## src/rtl/alien_march_ctrl.sv

```systemverilog
// rtl/alien_march_ctrl.sv - formation march controller: frame divider, step sizing, edge drop, halt
module alien_march_ctrl #(
    parameter logic [9:0] FORM_W     = 10'd295,
    parameter logic [9:0] FORM_H     = 10'd120,
    parameter logic [9:0] START_X    = 10'd135,
    parameter logic [9:0] START_Y    = 10'd120,
    parameter logic [9:0] X_MIN      = 10'd5,
    parameter logic [9:0] X_MAX      = 10'd634,
    parameter logic [9:0] Y_LIMIT    = 10'd440,
    parameter logic [3:0] BASE_DIV   = 4'd3,
    parameter logic [1:0] DROP_PX    = 2'd2,
    parameter logic [5:0] FAST_THR   = 6'd16,
    parameter logic [5:0] FASTER_THR = 6'd4
) (
    input  logic       Pclk,
    input  logic       rst_n,
    input  logic [9:0] xx,
    input  logic [9:0] yy,
    input  logic       run,
    input  logic [5:0] alive_count,
    output logic [1:0] X_off,
    output logic [1:0] Y_off,
    output logic       Dir,
    output logic       move_stb,
    output logic [9:0] FormX,
    output logic [9:0] FormY,
    output logic       invaded,
    output logic       cleared
);

    typedef enum logic [2:0] {
        S_IDLE    = 3'd0,
        S_MARCH_R = 3'd1,
        S_MARCH_L = 3'd2,
        S_DROP    = 3'd3,
        S_HALT    = 3'd4
    } state_t;

    state_t     r_state, w_state_nxt;
    logic [3:0] r_cnt, w_cnt_nxt, r_lim, w_lim_nxt, w_cnt_inc;
    logic [9:0] r_x, w_x_nxt, r_y, w_y_nxt;
    logic [1:0] r_xoff, w_xoff_nxt, r_yoff, w_yoff_nxt;
    logic       r_dir, w_dir_nxt, r_stb, w_stb_nxt;
    logic       r_inv, w_inv_nxt, r_clr, w_clr_nxt;

    logic       w_tick, w_fire, w_hit_r, w_hit_l, w_edge;
    logic [1:0] w_s;
    logic [10:0] w_x11, w_s11, w_y_after;

    assign w_tick    = (xx == 10'd639) && (yy == 10'd479);
    assign w_cnt_inc = r_cnt + 4'd1;
    assign w_fire    = (w_cnt_inc >= r_lim);

    always_comb begin
        w_s = 2'd1;
        if (alive_count <= FASTER_THR) begin
            w_s = 2'd3;
        end else if (alive_count <= FAST_THR) begin
            w_s = 2'd2;
        end
    end

    // Position sums carried in 11 bits so edge and invasion compares never wrap.
    assign w_x11     = {1'b0, r_x};
    assign w_s11     = {9'd0, w_s};
    assign w_hit_r   = (w_x11 + {1'b0, FORM_W} + w_s11) > {1'b0, X_MAX};
    assign w_hit_l   = w_x11 < ({1'b0, X_MIN} + w_s11);
    assign w_edge    = r_dir ? w_hit_r : w_hit_l;
    assign w_y_after = w_edge ? ({1'b0, r_y} + {9'd0, DROP_PX}) : {1'b0, r_y};

    always_comb begin
        w_state_nxt = r_state;
        w_cnt_nxt   = r_cnt;
        w_lim_nxt   = r_lim;
        w_x_nxt     = r_x;
        w_y_nxt     = r_y;
        w_dir_nxt   = r_dir;
        w_xoff_nxt  = r_xoff;
        w_yoff_nxt  = r_yoff;
        w_stb_nxt   = 1'b0;
        w_inv_nxt   = r_inv;
        w_clr_nxt   = r_clr;

        if (r_state == S_DROP) begin
            w_state_nxt = r_dir ? S_MARCH_R : S_MARCH_L;
        end

        if (w_tick) begin
            w_xoff_nxt = 2'd0;
            w_yoff_nxt = 2'd0;
            if (r_state != S_HALT) begin
                if (alive_count == 6'd0) begin
                    w_clr_nxt   = 1'b1;
                    w_state_nxt = S_HALT;
                end else if (run) begin
                    if (r_state == S_IDLE) begin
                        w_state_nxt = S_MARCH_R;
                    end
                    if (w_fire) begin
                        w_cnt_nxt = 4'd0;
                        w_lim_nxt = (alive_count <= FASTER_THR) ? 4'd1 : BASE_DIV;
                        w_stb_nxt = 1'b1;
                        if (w_edge) begin
                            w_yoff_nxt  = DROP_PX;
                            w_y_nxt     = w_y_after[9:0];
                            w_dir_nxt   = ~r_dir;
                            w_state_nxt = S_DROP;
                        end else begin
                            w_xoff_nxt  = w_s;
                            w_x_nxt     = r_dir ? (r_x + {8'd0, w_s}) : (r_x - {8'd0, w_s});
                            w_state_nxt = r_dir ? S_MARCH_R : S_MARCH_L;
                        end
                        if ((w_y_after + {1'b0, FORM_H}) >= {1'b0, Y_LIMIT}) begin
                            w_inv_nxt   = 1'b1;
                            w_state_nxt = S_HALT;
                        end
                    end else begin
                        w_cnt_nxt = w_cnt_inc;
                    end
                end
            end
        end
    end

    always_ff @(posedge Pclk or negedge rst_n) begin
        if (!rst_n) begin
            r_state <= S_IDLE;
            r_cnt   <= 4'd0;
            r_lim   <= BASE_DIV;
            r_x     <= START_X;
            r_y     <= START_Y;
            r_dir   <= 1'b1;
            r_xoff  <= 2'd0;
            r_yoff  <= 2'd0;
            r_stb   <= 1'b0;
            r_inv   <= 1'b0;
            r_clr   <= 1'b0;
        end else begin
            r_state <= w_state_nxt;
            r_cnt   <= w_cnt_nxt;
            r_lim   <= w_lim_nxt;
            r_x     <= w_x_nxt;
            r_y     <= w_y_nxt;
            r_dir   <= w_dir_nxt;
            r_xoff  <= w_xoff_nxt;
            r_yoff  <= w_yoff_nxt;
            r_stb   <= w_stb_nxt;
            r_inv   <= w_inv_nxt;
            r_clr   <= w_clr_nxt;
        end
    end

    assign X_off    = r_xoff;
    assign Y_off    = r_yoff;
    assign Dir      = r_dir;
    assign move_stb = r_stb;
    assign FormX    = r_x;
    assign FormY    = r_y;
    assign invaded  = r_inv;
    assign cleared  = r_clr;

endmodule

```

## config.mk

```make
export PLATFORM = sky130hd
export DESIGN_NAME = alien_march_ctrl
export DESIGN_NICKNAME = d
export VERILOG_FILES = /design/src/rtl/alien_march_ctrl.sv
export SDC_FILE = /design/constraint.sdc
export NUM_CORES = 1
export LEC_CHECK = 0
export CAP_MARGIN = 25
export CORE_ASPECT_RATIO = 1.5
export CORE_MARGIN = 4
export CORE_UTILIZATION = 45
export CTS_CLUSTER_DIAMETER = 60
export CTS_CLUSTER_SIZE = 40
export DETAILED_ROUTE_END_ITERATION = 6
export HOLD_SLACK_MARGIN = 0.05
export PLACE_DENSITY_LB_ADDON = 0.05
export SYNTH_ARGS = -nofsm -noshare
export SYNTH_HDL_FRONTEND = slang
export SYNTH_SLANG_ARGS = --single-unit
export TNS_END_PERCENT = 10
```

## constraint.sdc

```tcl
create_clock -name Pclk -period 5.5 [get_ports Pclk]
set_input_delay 1.1 -clock Pclk [delete_from_list [all_inputs] [get_ports Pclk]]
set_output_delay 1.1 -clock Pclk [all_outputs]
set_load 0.005 [all_outputs]
```

==> results of run 1 <==
[layout by cell type (no fill, tap or decap), drive strengths merged, types with 3 or more instances in the layout]
cell           instances
o21bai                 3
nand4b                 5
and2                   3
a2111oi                4
a21oi                 18
nand2                 22
a21o                   3
xor2                   5
nand3                 16
and3                   8
nor2                  16
nor3                  13
nand4                  4
o21ai                 17
dfstp                 10
dfrtp                 24
inv                   22
ha                    25
clkbuf                 7
nor2b                  4
xnor2                 16
o21a                   3
mux2                   3
clkdlybuf4s50         54
[layer usage]
metal  part of all wire  track usage
met5                  0            0
met4              0.013      0.05499
met3              0.024      0.02732
met2               0.56       0.3667
met1               0.41       0.2077
[worst max-delay path by stage]
| stage | start | end |
|---|---|---|
| after floorplan | alive_count[1] | FormX[6]$_DFFE_PN0P_ |
| after global placement | alive_count[1] | FormX[6]$_DFFE_PN0P_ |
| after detailed placement | alive_count[1] | r_state[0]$_DFF_PN0_ |
| after CTS | alive_count[1] | r_state[0]$_DFF_PN0_ |
| after global routing | alive_count[1] | r_state[0]$_DFF_PN0_ |
| final | alive_count[1] | r_state[0]$_DFF_PN0_ |
[logic make-up (layout without fill, tap and decap cells)]
kind of cell    count (synthesis)  count (layout)  synth area share
other cells                     1               2          0.001397
compound gates                 72              72            0.2000
flops                          34              34            0.3217
mux                             5               5           0.02144
fa+ha+maj                      27              27            0.1315
simple gates                  102             102            0.2023
xor+xnor                       21              21           0.07133
buf+inv                        28              85           0.05035
[cell type report]
type	instances	share of cell area
Tap cell	72	0.02678
Sequential cell	34	0.2566
Clock inverter	1	0.001488
Multi-Input combinational cell	229	0.5020
Timing Repair Buffer	55	0.1629
Clock buffer	7	0.02566
Inverter	22	0.02454
[worst reg2reg max path: stages (launching register included)]
cell and delay (ns):
dfstp_2 0.59, inv_1 0.08, ha_1 0.28, inv_1 0.05, ha_1 0.16, inv_1 0.06
fa_1 0.38, nand2b_2 0.23, a2111oi_4 0.40, xor2_2 0.23, nand2_1 0.13, o22ai_2 0.38
a21boi_1 0.14, o41ai_2 0.29
[stage by stage]
stage	setup WS [ns]	hold slack (ns)
finish	0.6899	0.4823
global route	0.4593	0.5048
CTS	0.6756	0.4859
detailed placement	0.4040	0.4652
global placement	0.5011	0.4603
floorplan	1.210	0.4647
[flip-flops by register name, indices dropped and copies added (netlist names)]
register	count
move_stb	1
X_off	2
r_state	3
r_cnt	4
Dir	1
r_lim	1
cleared	1
invaded	1
Y_off	1
FormY	9
FormX	10
[report_power, final]
part | switching, mW | internal [mW] | total [mW]
clock network | 0.0940 | 0.101 | 0.195
registers | 0 | 0.250 | 0.250
logic | 0.0191 | 0.0251 | 0.0442
total | 0.113 | 0.376 | 0.490
==> impl_metrics.env, run 1 <==
export IMPL_status="complete, no violations"
export IMPL_yosysWarnings=0
export IMPL_critPathTopFamily="compound AO/OA/AOI/OAI gates"
export IMPL_synthArstFlopShare=1.000
export IMPL_gp_congestion=0.8046
export IMPL_clkSinkCount=34
export IMPL_drt_iter0_markers=93
export IMPL_critPathKind="in -> reg"
export IMPL_coreArea_mm2=0.005786
export IMPL_ys_ff_latch=34
export IMPL_grt_max_degree=35
export IMPL_antenna_found_initial=0
export IMPL_crit_required_ns=5.69
export IMPL_multiInputGateArea_mm2=0.001689
export IMPL_cts_buffers=5
export IMPL_io_buffers=54
export IMPL_grt_overflow_total=0
export IMPL_design_die_area_mm2=0.007289
export IMPL_viasPerCell=5.643
export IMPL_syn_to_final_growth_pct=25.36
export IMPL_rows=34
export IMPL_timing_max_slew_rel_slack=0.6374
export IMPL_syn_avg_cell_area_um2=9.255
export IMPL_min_period_ns=4.810
export IMPL_setup_tns_final_ns=0
export IMPL_slowest_delay_ns=0.44
export IMPL_ys_seq_area_frac=0.3217
export IMPL_start_util=0.4639
export IMPL_min_delay_start="cleared$_DFFE_PN0P_"
export IMPL_post_cts_buffers=0
export IMPL_layout_nets=403
export IMPL_die_w_um=71.06
export IMPL_final_core_util=0.5815
export IMPL_ant_nets=0
export IMPL_track_usage=0.1877
export IMPL_rsz0062_at_grt="no"
export IMPL_synth_cell_types=69
export IMPL_hold_end="cleared$_DFFE_PN0P_"
export IMPL_crit_path_start_kind="primary input"
export IMPL_clock_latency_ns=0.29
export IMPL_cp_slowest_cell="clkdlybuf4s50_1"
export IMPL_fillCellCount=574
export IMPL_slew_viol_final=0
export IMPL_max_freq_mhz=207.9
export IMPL_htreeDepth=2
export IMPL_power_uw=489.6
export IMPL_cts_hold_buf=0
export IMPL_peakVddDrop_mv=0.08028
export IMPL_clkTransAtPathRegs_ns=0.07
export IMPL_critical_path_buf_inv_count=4
export IMPL_placed_area_mm2=0.003273
export IMPL_path_max_fanout=9
export IMPL_r2r_slack_ns=1.99
export IMPL_cts_tree="yes"
export IMPL_die_y_um=102.6
export IMPL_synth_top_area_cell="dfrtp_1"
export IMPL_fin_cells=420
export IMPL_via_count=2370
export IMPL_holdPathStages=1
export IMPL_hpwl_um=5122
export IMPL_hold_viol_final=0
export IMPL_final_area_mm2=0.003364
export IMPL_drive_above_1_share=0.1006
export IMPL_synth_edff_count=0
export IMPL_powerDensity_mw_per_mm2=145.5
export IMPL_post_cts_resized=0
export IMPL_cts_root_buffer="clkbuf_8"
export IMPL_arrival_ns=5.00
export IMPL_synth_top_flop_cell="dfrtp_1"
export IMPL_syn_area_mm2=0.002684
export IMPL_routed_wl_um=6487
export IMPL_cp_depth=16
export IMPL_synth_area_leaders="dfrtp_1 22%, ha_1 12%, dfstp_2 9.8%"
export IMPL_fin_crit_sh=0.8746
export IMPL_diodes=0
export IMPL_grt_pass1_wl_um=10970
export IMPL_tightest_slew_ns=0.5382
export IMPL_reg2reg_from="FormX[1]$_DFFE_PN1P_"
export IMPL_syn_inst=290
export IMPL_hp_class="reg -> reg"
export IMPL_dp_cells=412
export IMPL_grt_pass1_vias=2380
export IMPL_seqCellArea_um2=863.3
export IMPL_wl_per_cell_um=15.45
export IMPL_drc=0
export IMPL_yosys_top_cells_count="25 x ha_1, 24 x dfrtp_1, 22 x nand2_1"
export IMPL_leakagePower_nw=1.502
export IMPL_crit_chain="clkdlybuf4s50_1 -> o41ai_1 -> nor2b_1 -> inv_1 -> ha_1 -> inv_1 -> ha_1 -> inv_1 -> fa_1 -> nand2b_2 -> a2111oi_4 -> xor2_2 -> nand2_1 -> o22ai_2 -> a21boi_1 -> o41ai_2"
export IMPL_cap_violations=0
export IMPL_endpoint_kind="flop"
export IMPL_rr_endpoint="r_state[0]$_DFF_PN0_"
export IMPL_setup_violations=0
export IMPL_ioPinCount=57
export IMPL_rr_worst_depth=13
export IMPL_clockBufferDepth=2
export IMPL_synth_top_area_share=0.2238
export IMPL_yosysMostFrequentCell="ha_1"
export IMPL_clock_skew_ns=0.003057
export IMPL_cpMostUsedCell="inv_1"
export IMPL_dr_pass1_iters=4
Note: power is estimated with default switching activity, not from simulation.
==> inputs of run 2 (changes only) <==
--- a/config.mk
+++ b/config.mk
@@ -7,7 +7,7 @@
 export LEC_CHECK = 0
 export CAP_MARGIN = 25
 export CORE_ASPECT_RATIO = 1.5
-export CORE_MARGIN = 4
+export CORE_MARGIN = 1.5
 export CORE_UTILIZATION = 45
 export CTS_CLUSTER_DIAMETER = 60
 export CTS_CLUSTER_SIZE = 40
==> impl_metrics.env, run 2 (synthesized netlist as in run 1, its figures left out) <==
export IMPL_met1_length_um=2589
export IMPL_setup_tns_final_ns=0
export IMPL_viasPerCell=5.752
export IMPL_clkTransAtPathRegs_ns=0.08
export IMPL_rows=34
export IMPL_clkSinkCount=34
export IMPL_track_usage=0.2151
export IMPL_highest_layer="met4"
export IMPL_design_die_area_mm2=0.006446
export IMPL_endpoint_kind="flop"
export IMPL_fin_crit_sh=0.8647
export IMPL_crit_chain="clkdlybuf4s50_1 -> o41ai_1 -> nor2b_1 -> inv_1 -> ha_1 -> inv_1 -> ha_1 -> inv_1 -> fa_1 -> nand2b_2 -> a2111oi_4 -> xor2_2 -> nand2_1 -> o22ai_2 -> a21boi_1 -> o41ai_2"
export IMPL_htreeDepth=2
export IMPL_route_met3_wl_um=167
export IMPL_cts_tree="yes"
export IMPL_routed_wl_um=6387
export IMPL_critPathKind="in -> reg"
export IMPL_clock_skew_ns=0.009889
export IMPL_grt_max_degree=35
export IMPL_start_util=0.4639
export IMPL_layout_nets=403
export IMPL_wl_per_cell_um=15.21
export IMPL_post_cts_resized=0
export IMPL_die_w_um=66.06
export IMPL_cts_root_buffer="clkbuf_8"
export IMPL_crit_required_ns=5.69
export IMPL_diodes=0
export IMPL_die_y_um=97.59
export IMPL_ant_nets=0
export IMPL_most_common_layout_cells="54 x clkdlybuf4s50_1, 25 x ha_1, 24 x dfrtp_1, 22 x nand2_1, 21 x inv_1"
export IMPL_cap_violations=0
export IMPL_grt_pass1_vias=2390
export IMPL_syn_to_final_growth_pct=26.20
export IMPL_hp_class="reg -> reg"
export IMPL_dr_pass1_iters=4
export IMPL_r2r_slack_ns=2.00
export IMPL_tightest_slew_ns=0.5588
export IMPL_setup_violations=0
export IMPL_whs_ns=0.4885
export IMPL_ioPinCount=57
export IMPL_grt_overflow_total=0
export IMPL_clock_latency_ns=0.29
export IMPL_status="complete, no violations"
export IMPL_holdPathStages=1
export IMPL_hold_end="Y_off[1]$_DFFE_PN0P_"
export IMPL_final_area_mm2=0.003387
export IMPL_peakVddDrop_mv=0.07769
export IMPL_clockBufferDepth=2
export IMPL_cpMostUsedCell="inv_1"
export IMPL_drc=0
export IMPL_min_delay_start="Y_off[1]$_DFFE_PN0P_"
export IMPL_cts_buffers=5
export IMPL_cp_slowest_cell="clkdlybuf4s50_1"
export IMPL_via_count=2416
export IMPL_crit_path_start_kind="primary input"
export IMPL_reg2reg_from="FormX[1]$_DFFE_PN1P_"
export IMPL_antenna_found_initial=0
export IMPL_drive_above_1_share=0.1034
export IMPL_post_cts_buffers=0
export IMPL_timing_max_slew_rel_slack=0.6235
export IMPL_leakagePower_nw=1.505
export IMPL_gp_congestion=0.8612
export IMPL_hpwl_um=5032
export IMPL_path_max_fanout=9
export IMPL_io_buffers=54
export IMPL_layout_commonest_cell="clkdlybuf4s50_1"
export IMPL_max_freq_mhz=210.3
export IMPL_rr_endpoint="r_state[0]$_DFF_PN0_"
export IMPL_placed_area_mm2=0.003273
export IMPL_slew_viol_final=0
export IMPL_critPathTopFamily="compound AO/OA/AOI/OAI gates"
export IMPL_cts_hold_buf=0
export IMPL_coreArea_mm2=0.005786
export IMPL_rsz0062_at_grt="no"
export IMPL_slowest_delay_ns=0.43
export IMPL_hold_viol_final=0
export IMPL_rr_worst_depth=13
export IMPL_min_period_ns=4.756
export IMPL_fillCellCount=575
export IMPL_grt_pass1_wl_um=11030
export IMPL_wl_met2_um=3535
export IMPL_arrival_ns=4.94
export IMPL_critical_path_buf_inv_count=4
export IMPL_drt_iter0_markers=57
export IMPL_powerDensity_mw_per_mm2=156.6
export IMPL_largest_register_ffs=10
==> run 2: cell count changes in the layout (fill, tap and decap cells not counted), sizes merged <==
cell	change
clkinvlp	+2
clkinv	-1
bufinv	+1
clkbuf	-2
==> run 2: worst reg2reg max path, delay by kind of cell (launching register included) <==
family                     cells  cell delay, ns
AOI/OAI and AO/OA              4            1.19
adders and majority gates      3            0.83
DFF                            1            0.60
and+or+nand+nor                2            0.37
xor gates and xnor gates       1            0.23
buffers and inverters          3            0.19
==> run 2: through the flow <==
| step | total power, mW | util | instances | setup slack, ns |
|---|---|---|---|---|
| finish | 0.5304 | 0.5854 | 420 | 0.7443 |
| floorplan | 0.2704 | - | 291 | 1.210 |
| detailed placement | 0.2995 | 0.5657 | 412 | 0.4666 |
| CTS | 0.5363 | 0.5854 | 420 | 0.7526 |
| global route | 0.5516 | 0.5854 | 420 | 0.4271 |
| global placement | 0.2989 | 0.5657 | 412 | 0.5014 |
==> run 2: layout make-up <==
class                      count  area [um2]  area share
clock buffer                   5       68.82     0.02032
clock inverter                 3       45.04     0.01330
inverter                      22       82.58     0.02438
multi-input combinational    229        1689      0.4987
sequential                    34       863.3      0.2549
tap                           72       90.09     0.02660
timing repair buffer          55       548.0      0.1618
==> run 2: metal layers <==
layer,vias up,global-route usage
met3,10,0.02897
li1,1178,-
met1,1185,0.2561
met5,-,0
met2,43,0.3939
met4,0,0.05651
==> run 2: worst max-delay path by stage <==
stage                         from              endpoint  slack [ns]  cells after the start
detailed placement  alive_count[1]  FormX[6]$_DFFE_PN0P_        0.47                     15
global placement    alive_count[1]  FormX[6]$_DFFE_PN0P_        0.50                     15
finish              alive_count[1]  r_state[0]$_DFF_PN0_        0.74                     16
floorplan           alive_count[1]  FormX[6]$_DFFE_PN0P_        1.21                     15
global route        alive_count[1]  r_state[0]$_DFF_PN0_        0.43                     16
CTS                 alive_count[1]  r_state[0]$_DFF_PN0_        0.75                     16
==> run 2: where the power goes <==
| group | total (mW) | internal [mW] | switching, mW |
|---|---|---|---|
| logic | 0.0441 | 0.0251 | 0.0190 |
| registers | 0.250 | 0.250 | 0 |
| clock network | 0.236 | 0.135 | 0.101 |
